## src/rtl/mmc_cell_monitor.sv

```systemverilog
`default_nettype none
// ============================================================================
// Module   : mmc_cell_monitor
// Purpose  : Capacitor-voltage monitor for one MMC arm. Each of N_CH PIC
//            UART byte streams is boxcar-averaged over 2^AVG_LOG2 samples by
//            a single shared round-robin engine. The block also produces
//            per-leg pair averages and overvoltage flags with hysteresis,
//            runs an optional stale-link watchdog, and latches one fault
//            (plus the channel that caused it) for the firing logic.
// Revision : 1.0 - initial release
// ----------------------------------------------------------------------------
// Build option:
//   MMC_MON_STALE_EN  defined   -> per-channel watchdog counters are built;
//                                  stale[] is driven and feeds the fault latch
//                     undefined -> no counters; stale[] is tied to 0 and the
//                                  fault latch depends on ov[] only
// ----------------------------------------------------------------------------
// Ports:
//   clk_50     in   1              system clock
//   rst        in   1              synchronous active-high reset
//   rx_data    in   N_CH*W         channel i sample at [i*W +: W]
//   rx_valid   in   N_CH           one-cycle sample strobe per channel
//   clr_fault  in   1              one-cycle fault clear request
//   v_filt     out  N_CH*W         filtered voltage per channel
//   v_leg_avg  out  (N_CH/2)*W     registered pair average per leg
//   upd        out  N_CH           one-cycle pulse when v_filt[i] updates
//   ov         out  N_CH           overvoltage flag with hysteresis
//   stale      out  N_CH           no sample within TIMEOUT cycles
//   fault      out  1              latched (ov | stale)
//   fault_ch   out  clog2(N_CH)    channel that set the latch
// ============================================================================
module mmc_cell_monitor #(
  parameter int N_CH     = 6,
  parameter int W        = 8,
  parameter int AVG_LOG2 = 2,
  parameter int V_MAX    = 230,
  parameter int V_HYST   = 10,
  parameter int TIMEOUT  = 2_500_000
) (
  input  logic                      clk_50,
  input  logic                      rst,
  input  logic [N_CH*W-1:0]         rx_data,
  input  logic [N_CH-1:0]           rx_valid,
  input  logic                      clr_fault,
  output logic [N_CH*W-1:0]         v_filt,
  output logic [(N_CH/2)*W-1:0]     v_leg_avg,
  output logic [N_CH-1:0]           upd,
  output logic [N_CH-1:0]           ov,
  output logic [N_CH-1:0]           stale,
  output logic                      fault,
  output logic [$clog2(N_CH)-1:0]   fault_ch
);

  localparam int CH_W   = $clog2(N_CH);
  localparam int N_LEG  = N_CH / 2;
  localparam int DEPTH  = 1 << AVG_LOG2;
  localparam int IDX_W  = (AVG_LOG2 > 0) ? AVG_LOG2 : 1;
  localparam int SUM_W  = W + AVG_LOG2;

  localparam logic [CH_W:0]    N_CH_EXT  = (CH_W + 1)'(N_CH);
  localparam logic [CH_W-1:0]  LAST_CH   = CH_W'(N_CH - 1);
  localparam logic [IDX_W-1:0] LAST_IDX  = IDX_W'(DEPTH - 1);
  localparam logic [W-1:0]     OV_SET    = W'(V_MAX);
  localparam logic [W-1:0]     OV_CLR    = W'(V_MAX - V_HYST);

  // An odd channel count or a zero timeout is a configuration error; the
  // empty named block makes the intent visible in the elaborated hierarchy.
  if (((N_CH % 2) != 0) || (TIMEOUT < 1)) begin : g_param_check
  end

  // --------------------------------------------------------------------------
  // Capture: per-channel hold register plus pending bit.
  // --------------------------------------------------------------------------
  logic [W-1:0]    hold_q [N_CH];
  logic [W-1:0]    hold_d [N_CH];
  logic [N_CH-1:0] pending_q;
  logic [N_CH-1:0] pending_d;
  logic [N_CH-1:0] load_clr;

  // --------------------------------------------------------------------------
  // Engine state.
  // --------------------------------------------------------------------------
  typedef enum logic [1:0] {
    S_IDLE = 2'd0,
    S_LOAD = 2'd1,
    S_ACC  = 2'd2,
    S_OUT  = 2'd3
  } state_t;

  state_t            state_q;
  logic [CH_W-1:0]   sel_q;
  logic [CH_W-1:0]   ptr_q;
  logic [W-1:0]      work_q;
  logic [W-1:0]      oldest_q;
  logic [W-1:0]      ring_q   [N_CH][DEPTH];
  logic [IDX_W-1:0]  widx_q   [N_CH];
  logic [SUM_W-1:0]  sum_q    [N_CH];
  logic [W-1:0]      v_filt_q [N_CH];
  logic [N_CH-1:0]   ov_q;
  logic [N_CH-1:0]   upd_q;

  // --------------------------------------------------------------------------
  // Round-robin pick: rotate pending so bit 0 is channel ptr, find the lowest
  // set bit, then rotate the offset back into a channel number.
  // --------------------------------------------------------------------------
  logic [N_CH-1:0]   pend_rot;
  logic [CH_W-1:0]   rot_off;
  logic [CH_W:0]     pick_sum;
  logic [CH_W-1:0]   pick_idx;

  always_comb begin
    pend_rot = N_CH'({pending_q, pending_q} >> ptr_q);
    rot_off  = '0;
    for (int j = N_CH - 1; j >= 0; j--) begin
      if (pend_rot[j]) begin
        rot_off = CH_W'(j);
      end
    end
    pick_sum = {1'b0, ptr_q} + {1'b0, rot_off};
    if (pick_sum >= N_CH_EXT) begin
      pick_sum = pick_sum - N_CH_EXT;
    end
    pick_idx = pick_sum[CH_W-1:0];
  end

  // --------------------------------------------------------------------------
  // Capture next-state. A strobe on the channel being loaded keeps its
  // pending bit set so the fresh sample gets its own service later.
  // --------------------------------------------------------------------------
  always_comb begin
    for (int i = 0; i < N_CH; i++) begin
      load_clr[i]  = (state_q == S_LOAD) && (sel_q == CH_W'(i));
      hold_d[i]    = rx_valid[i] ? rx_data[i*W +: W] : hold_q[i];
      pending_d[i] = (pending_q[i] & ~load_clr[i]) | rx_valid[i];
    end
  end

  // --------------------------------------------------------------------------
  // Engine datapath. The subtraction is done one bit wider so the transient
  // (sum - oldest) cannot wrap; the final running sum always fits SUM_W.
  // --------------------------------------------------------------------------
  logic [SUM_W-1:0]  acc_sum;
  logic [W-1:0]      acc_filt;
  logic              ov_next;
  logic [IDX_W-1:0]  widx_inc;
  logic [CH_W-1:0]   ptr_next;

  always_comb begin
    acc_sum  = SUM_W'({1'b0, sum_q[sel_q]} + (SUM_W + 1)'(work_q)
                      - (SUM_W + 1)'(oldest_q));
    acc_filt = acc_sum[SUM_W-1:AVG_LOG2];
    if (acc_filt > OV_SET) begin
      ov_next = 1'b1;
    end else if (acc_filt < OV_CLR) begin
      ov_next = 1'b0;
    end else begin
      ov_next = ov_q[sel_q];
    end
    widx_inc = (widx_q[sel_q] == LAST_IDX) ? '0 : widx_q[sel_q] + 1'b1;
    ptr_next = (sel_q == LAST_CH) ? '0 : sel_q + 1'b1;
  end

  // --------------------------------------------------------------------------
  // Engine FSM: IDLE -> LOAD -> ACC -> OUT, four cycles per service.
  // Results are registered on the edge into OUT so v_filt, ov and the upd
  // pulse are all visible during the OUT cycle. Reset clears the ring and
  // sums, so a service interrupted by reset leaves nothing behind.
  // --------------------------------------------------------------------------
  always_ff @(posedge clk_50) begin
    if (rst) begin
      state_q  <= S_IDLE;
      sel_q    <= '0;
      ptr_q    <= '0;
      work_q   <= '0;
      oldest_q <= '0;
      ov_q     <= '0;
      upd_q    <= '0;
      for (int i = 0; i < N_CH; i++) begin
        sum_q[i]    <= '0;
        widx_q[i]   <= '0;
        v_filt_q[i] <= '0;
        for (int d = 0; d < DEPTH; d++) begin
          ring_q[i][d] <= '0;
        end
      end
    end else begin
      upd_q <= '0;
      case (state_q)
        S_IDLE: begin
          if (|pending_q) begin
            sel_q   <= pick_idx;
            state_q <= S_LOAD;
          end
        end
        S_LOAD: begin
          work_q   <= hold_q[sel_q];
          // The write index points at the oldest entry of the ring.
          oldest_q <= ring_q[sel_q][widx_q[sel_q]];
          state_q  <= S_ACC;
        end
        S_ACC: begin
          sum_q[sel_q]                 <= acc_sum;
          ring_q[sel_q][widx_q[sel_q]] <= work_q;
          widx_q[sel_q]                <= widx_inc;
          v_filt_q[sel_q]              <= acc_filt;
          ov_q[sel_q]                  <= ov_next;
          upd_q[sel_q]                 <= 1'b1;
          state_q                      <= S_OUT;
        end
        S_OUT: begin
          ptr_q   <= ptr_next;
          state_q <= S_IDLE;
        end
        default: begin
          state_q <= S_IDLE;
        end
      endcase
    end
  end

  // --------------------------------------------------------------------------
  // Stale watchdog.
  // --------------------------------------------------------------------------
  logic [N_CH-1:0] stale_w;

`ifdef MMC_MON_STALE_EN
  localparam int                CNT_W  = $clog2(TIMEOUT + 1);
  localparam logic [CNT_W-1:0]  TO_CNT = CNT_W'(TIMEOUT);

  logic [CNT_W-1:0] cnt_q [N_CH];
  logic [CNT_W-1:0] cnt_d [N_CH];

  always_comb begin
    for (int i = 0; i < N_CH; i++) begin
      if (rx_valid[i]) begin
        cnt_d[i] = '0;
      end else if (cnt_q[i] == TO_CNT) begin
        cnt_d[i] = cnt_q[i];
      end else begin
        cnt_d[i] = cnt_q[i] + 1'b1;
      end
      stale_w[i] = (cnt_q[i] == TO_CNT);
    end
  end

  always_ff @(posedge clk_50) begin
    if (rst) begin
      for (int i = 0; i < N_CH; i++) begin
        cnt_q[i] <= '0;
      end
    end else begin
      cnt_q <= cnt_d;
    end
  end
`else
  assign stale_w = '0;
`endif

  // --------------------------------------------------------------------------
  // Leg averages (W+1-bit sum, halved) and fault latch.
  // --------------------------------------------------------------------------
  logic [W-1:0]    leg_q [N_LEG];
  logic [W-1:0]    leg_d [N_LEG];
  logic [N_CH-1:0] flag_vec;
  logic [CH_W-1:0] flag_lo;
  logic            fault_q;
  logic            fault_d;
  logic [CH_W-1:0] fault_ch_q;
  logic [CH_W-1:0] fault_ch_d;

  always_comb begin
    for (int k = 0; k < N_LEG; k++) begin
      leg_d[k] = W'(({1'b0, v_filt_q[2*k]} + {1'b0, v_filt_q[2*k+1]}) >> 1);
    end
  end

  always_comb begin
    flag_vec = ov_q | stale_w;
    flag_lo  = '0;
    for (int i = N_CH - 1; i >= 0; i--) begin
      if (flag_vec[i]) begin
        flag_lo = CH_W'(i);
      end
    end
    fault_d    = fault_q;
    fault_ch_d = fault_ch_q;
    if (!fault_q) begin
      // fault_ch is only captured on the setting edge.
      if (|flag_vec) begin
        fault_d    = 1'b1;
        fault_ch_d = flag_lo;
      end
    end else if (clr_fault && !(|flag_vec)) begin
      fault_d = 1'b0;
    end
  end

  always_ff @(posedge clk_50) begin
    if (rst) begin
      pending_q  <= '0;
      fault_q    <= 1'b0;
      fault_ch_q <= '0;
      for (int i = 0; i < N_CH; i++) begin
        hold_q[i] <= '0;
      end
      for (int k = 0; k < N_LEG; k++) begin
        leg_q[k] <= '0;
      end
    end else begin
      pending_q  <= pending_d;
      hold_q     <= hold_d;
      leg_q      <= leg_d;
      fault_q    <= fault_d;
      fault_ch_q <= fault_ch_d;
    end
  end

  // --------------------------------------------------------------------------
  // Output packing.
  // --------------------------------------------------------------------------
  for (genvar i = 0; i < N_CH; i++) begin : g_out_ch
    assign v_filt[i*W +: W] = v_filt_q[i];
  end

  for (genvar k = 0; k < N_LEG; k++) begin : g_out_leg
    assign v_leg_avg[k*W +: W] = leg_q[k];
  end

  assign upd      = upd_q;
  assign ov       = ov_q;
  assign stale    = stale_w;
  assign fault    = fault_q;
  assign fault_ch = fault_ch_q;

endmodule

`default_nettype wire

```

## config.mk

```make
export PLATFORM = sky130hd
export DESIGN_NAME = mmc_cell_monitor
export DESIGN_NICKNAME = d
export VERILOG_FILES = /design/src/rtl/mmc_cell_monitor.sv
export SDC_FILE = /design/constraint.sdc
export NUM_CORES = 1
export LEC_CHECK = 0
export ABC_CLOCK_PERIOD_IN_PS = 6200
export BUFFER_PORTS_ARGS = -buffer_cell sky130_fd_sc_hd__buf_2
export CORE_UTILIZATION = 25
export CTS_BUF_LIST = sky130_fd_sc_hd__clkbuf_2
export DETAILED_ROUTE_END_ITERATION = 12
export GPL_ROUTABILITY_DRIVEN = 1
export PLACE_DENSITY = 0.48
export SLEW_MARGIN = 20
export SYNTH_ARGS = -nofsm -noshare
export SYNTH_HDL_FRONTEND = slang
export SYNTH_SLANG_ARGS = --single-unit
```

## constraint.sdc

```tcl
create_clock -name clk_50 -period 6.2 [get_ports clk_50]
set_clock_uncertainty 0.1 [all_clocks]
set_input_delay 1.86 -clock clk_50 [delete_from_list [all_inputs] [get_ports clk_50]]
set_output_delay 1.86 -clock clk_50 [all_outputs]
set_load 0.05 [all_outputs]
```

Word level (Yosys, flattened, before mapping) --
Memories as Yosys holds them, arrays and structs flattened. A register that Yosys moved wholly into a read port is not among the register bits. Cells that the tools add are included.
Word-level totals: flip-flop bits (word level) 118, RAM bits 312, output and inout port bits 94, logic and storage cells 153, memories kept 4
Operators by class: $add $sub $neg 9, $lt $le $gt $ge 8, equality and inequality tests 10, shift-type cells 1, multiplexer cells 59, bitwise operators 22, reduce and logical (&&, ||, !) cells 21
Memory list:
- ring_q | words 6, width 32, rd ports 1, clocked after Yosys merged registers in 1, write ports 6, line 95 | logic [W-1:0] ring_q [N_CH][DEPTH];
- sum_q | words 6, width 10, rd ports 1, clocked after Yosys merged registers in 1, write ports 6, line 97 | logic [SUM_W-1:0] sum_q [N_CH];
- v_filt_q | words 6, width 8, rd ports 6, clocked after Yosys merged registers in 0, write ports 6, line 98 | logic [W-1:0] v_filt_q [N_CH];
- widx_q | words 6, width 2, rd ports 1, clocked after Yosys merged registers in 1, write ports 6, line 96 | logic [IDX_W-1:0] widx_q [N_CH];
Operator list (number):
- 2-to-1 mux 32 bit | 3
- 2-to-1 mux 3 bit | 24
- 2-to-1 mux 8 bit | 6
- OR reduction 32 bit | 1
- adder 8 x 8 -> 9 bit | 3
- binary-select mux 8 bit (select 3 bit) | 1
- binary-select mux 8 bit (select 2 bit) | 1
- demux 8 bit (select 2 bit) | 1
- 2-to-1 mux 1 bit | 15
- OR reduction 6 bit | 2
- right shift 12 x 3 -> 6 bit | 1
- adder 10 x 8 -> 10 bit | 1
- 2-to-1 mux 10 bit | 1
- OR reduction 10 bit | 1
- subtractor 10 x 8 -> 10 bit | 1
- logical AND 1 bit | 9
- greater-than comparator 8 bit (second input constant) | 1
- < comparator 8 bit (second input constant) | 1
- NOT 1 bit | 8
- case mux 2 bit (4 select lines) | 1
- OR reduction 8 bit | 1
- bitwise AND 1 bit | 6
- bitwise mux 6 bit | 1
- == test 2 bit (second input constant) | 3
- 26 further kinds | 37

Longest topological paths before layout --
word-level depth 12, depth in mapped cells 18, gate-level depth less buffers 14

Least setup slack after synthesis --
Ideal clock, no wire load.
path type flip-flop to flip-flop, start point register (tool-made name), end point memory sum_q[6][9] (netlist bit), data pin, setup time 0.275 ns, data arrival time 3.985 ns, setup slack 1.840 ns, cell stages (with the launch flop) 16, buffers on the path 4, path through dfxtp_1 > buf_6 > buf_4 > buf_2 > buf_2 > mux4_2 > mux2i_1 > fa_1 > inv_1 > ha_1 > a2111oi_0 > o21ai_1 > a31o_2 > a21oi_1 > xor2_1 > nor2_1
RTL lines (line):
- end, declared | 97

==> flow_metrics.env <==
export IMPL_synth_ff_type="edfxtp_1"
export IMPL_synth_edf_count=352
export IMPL_critPathCapture="ring_q[7][15]"
export IMPL_layout_nets=1937
export IMPL_postCtsSetupBuffers=0
export IMPL_area_delta_synth_final_pct=11.4
export IMPL_gr_total_overflow=0
export IMPL_multi_input_area_um2=8180
export IMPL_start_util_pct=25.3
export IMPL_fin_util_pct=28.2
export IMPL_syn_area_um2=22400
export IMPL_p_leak_nw=10.2
export IMPL_path_clk_slew_ps=100
export IMPL_avgSynthCellArea_um2=13.0
export IMPL_synth_cells=1716
export IMPL_grt_pass1_vias=14800
export IMPL_synth_seq_cells=473
export IMPL_finalSetupViolations=0
export IMPL_cts_htree_levels=3
export IMPL_yosysTopAreaCell="edfxtp_1"
export IMPL_worst_slew_pin_slew_ps=1070
export IMPL_netlist_area_leader_share_pct=47.2
export IMPL_ant_nets=0
export IMPL_cts_max_path_buffers=3
export IMPL_endpoint_kind="flip-flop"
export IMPL_synth_distinct_cells=69
export IMPL_cp_max_fo=56
export IMPL_postCtsHoldBufs=0
export IMPL_grt_max_degree=75
export IMPL_synth_commonest_cells="352 x edfxtp_1, 204 x and3_1, 183 x nor2_1"
export IMPL_final_cell_count_no_fill=3090
export IMPL_rsz0062_at_grt="no"
export IMPL_violations="design-rule violations"
export IMPL_finalInstanceArea_um2=24900
export IMPL_peakVddDrop_mv=0.410
export IMPL_worst_ep_arrival_time_ps=5280
export IMPL_yosysSeqAreaShare_pct=58.0
export IMPL_crit_path_top_delay_cell="ha_2"
export IMPL_max_cap_violations=0
export IMPL_dr_total_vias=14400
export IMPL_yosysMostFrequentCell="edfxtp_1"
export IMPL_core_area_um2=88500
export IMPL_grt_pass1_wl_um=92600
export IMPL_die_area_um2=90700
export IMPL_numPlacedInstances=2869
export IMPL_p_int_w=0.00631
export IMPL_finalCritPeriodShare_pct=74.9
export IMPL_cpPeakStageDelay_ps=930
export IMPL_drt_pass1_iter_count=9
export IMPL_yosysWarnings=0
export IMPL_antenna_found_initial=3
export IMPL_die_width_um=301
export IMPL_period_needed_ps=4650
export IMPL_status="complete, but fails checks"
export IMPL_grtUsageTotal_pct=13.6
export IMPL_report_final_slew_viol_count=0
export IMPL_r2r_slack_ps=1550
export IMPL_fmax_mhz=215
export IMPL_root_buffer="clkbuf_2"
export IMPL_drc=14
export IMPL_p_per_area_nw_per_um2=457
export IMPL_p_sw_w=0.00507
export IMPL_cts_sinks=473
export IMPL_port_buffers=144
export IMPL_switching_share_pct=44.5
export IMPL_r2r_cells=5
export IMPL_place_area_um2=23800
export IMPL_hold_violations=0
export IMPL_rows=109
export IMPL_cts_tree="yes"
export IMPL_pwr_share_comb_pct=45.1
export IMPL_relSlewSlack_pct=28.7
export IMPL_hpwl_um=41600
export IMPL_hold_path_class="flip-flop to flip-flop"
export IMPL_cp_start_kind="flip-flop"
export IMPL_wl_per_cell_um=20.0
export IMPL_cts_buffers=118
export IMPL_crit_type="flip-flop to flip-flop"
export IMPL_gp_congestion=0.814
export IMPL_drt_iter0_drc=1119
export IMPL_nFillCells=9055
export IMPL_drt_total_wl_um=61900
export IMPL_worstPathRequired_ps=6840
export IMPL_drive_gt1_share_pct=25.8
export IMPL_seqCellArea_um2=13000
export IMPL_via_per_inst=4.65
export IMPL_p_clk_share_pct=19.4
export IMPL_whs_ps=399
export IMPL_postCtsResizedCells=0
export IMPL_seqPwrFrac_pct=35.5
export IMPL_cp_cell_sequence="buf_4 -> mux4_2 -> mux2i_4 -> ha_2 -> and2_1"
export IMPL_clk_insertion_delay_late_ps=1210
export IMPL_top_level_ports=151
export IMPL_r2r_end="ring_q[7][15]"
export IMPL_synth_area_leaders="edfxtp_1 47%, dfxtp_1 11%, mux4_2 9.9%"
export IMPL_synth_async_reset_ratio_pct=0
export IMPL_setup_tns_ps=0
export IMPL_die_y_um=301
registers in the layout, summed over array words and instances (netlist names), named ones only:
register   count
fault          1
fault_ch       3
hold_q        48
oldest_q       8
ov             6
pending_q      6
ptr_q          3
ring_q       256
sel_q          3
state_q        2
sum_q         56
upd            6
v_filt_q      24
v_leg_avg     24
widx_q        16
work_q         8
cells in the final DEF (no fill, tap or decap), drive strengths merged, types with 4 or more instances in the layout:
master and instances:
xor2 11, nor2 184, or3b 4, mux2i 84, o21ai 29, nand2 78
a31o 4, nor3 14, buf 171, nand2b 9, a21boi 5, nand3 11
clkinv 31, a21o 35, edfxtp 352, o22ai 8, clkbuf 180, inv 65
nor4 10, and3 204, dfxtp 121, a22oi 7, xnor2 12, ha 44
a211oi 16, fa 12, a311oi 8, nor2b 17, a21oi 38, diode 6
and2 10, mux4 98, nor4b 4, conb 6, o21bai 4
worst max-delay path, delay by kind of cell (launching register included):
family	cells	cell delay, ps
and+or+nand+nor	1	490
adders and majority gates	1	930
muxes	2	1330
DFF	1	760
buffers and inverters	1	540
how the worst min path moves through the flow:
stage	startpoint	end	slack [ps]	cells after the start
after floorplan	hold_q[31]	hold_q[31]	350	2
after global placement	hold_q[31]	hold_q[31]	370	2
after detailed placement	hold_q[18]	hold_q[18]	380	2
after CTS	hold_q[18]	hold_q[18]	400	2
after global routing	hold_q[18]	hold_q[18]	420	2
final	hold_q[43]	hold_q[43]	400	2
area by class of cell:
| class | count | share of cell area, % |
|---|---|---|
| Clock buffer | 180 | 3.61 |
| Multi-Input combinational cell | 996 | 32.8 |
| Antenna cell | 6 | 0.0602 |
| Clock inverter | 35 | 0.883 |
| Tap cell | 1165 | 5.84 |
| Timing Repair Buffer | 171 | 3.71 |
| Inverter | 64 | 0.963 |
| Sequential cell | 473 | 52.1 |
per-layer routing:
metal  part of all wire [%]  routed length, um  up-vias  global-route usage [%]
met1                     45              27700     7235                    18.2
met3                    6.0               3740      105                    2.91
met5                      0                  0        -                       0
li1                       -                  -     6570                       -
met4                    2.3               1450        0                    4.56
met2                     47              29000      454                    21.6
power by group through the flow:
| stage | clock, W | sequential (W) | combinational (W) |
|---|---|---|---|
| final | 0.00221 | 0.00405 | 0.00513 |
| after global routing | 0.00244 | 0.00409 | 0.00558 |
| after CTS | 0.00229 | 0.00406 | 0.00514 |
| after detailed placement | 0 | 0.00413 | 0.00513 |
| after global placement | 0 | 0.00413 | 0.00505 |
| after floorplan | 0 | 0.00408 | 0.00375 |
stage by stage:
step / total power, W / worst slack (ps)
global route: 0.0121 / 1210
CTS: 0.0115 / 1520
global placement: 0.00918 / 1440
detailed placement: 0.00926 / 1280
finish: 0.0114 / 1550
floorplan: 0.00784 / 1840
logic make-up after synthesis:
kind of cell    Yosys count  share of synthesized area (%)
simple gates            556                           13.0
flops                   473                           58.0
buf+inv                 252                           5.50
mux                     184                           13.8
compound gates          171                           5.22
fa+ha+maj                56                           3.53
xor+xnor                 23                          0.933
other cells               1                         0.0168
No activity file was read; power rests on OpenSTA's default activity.
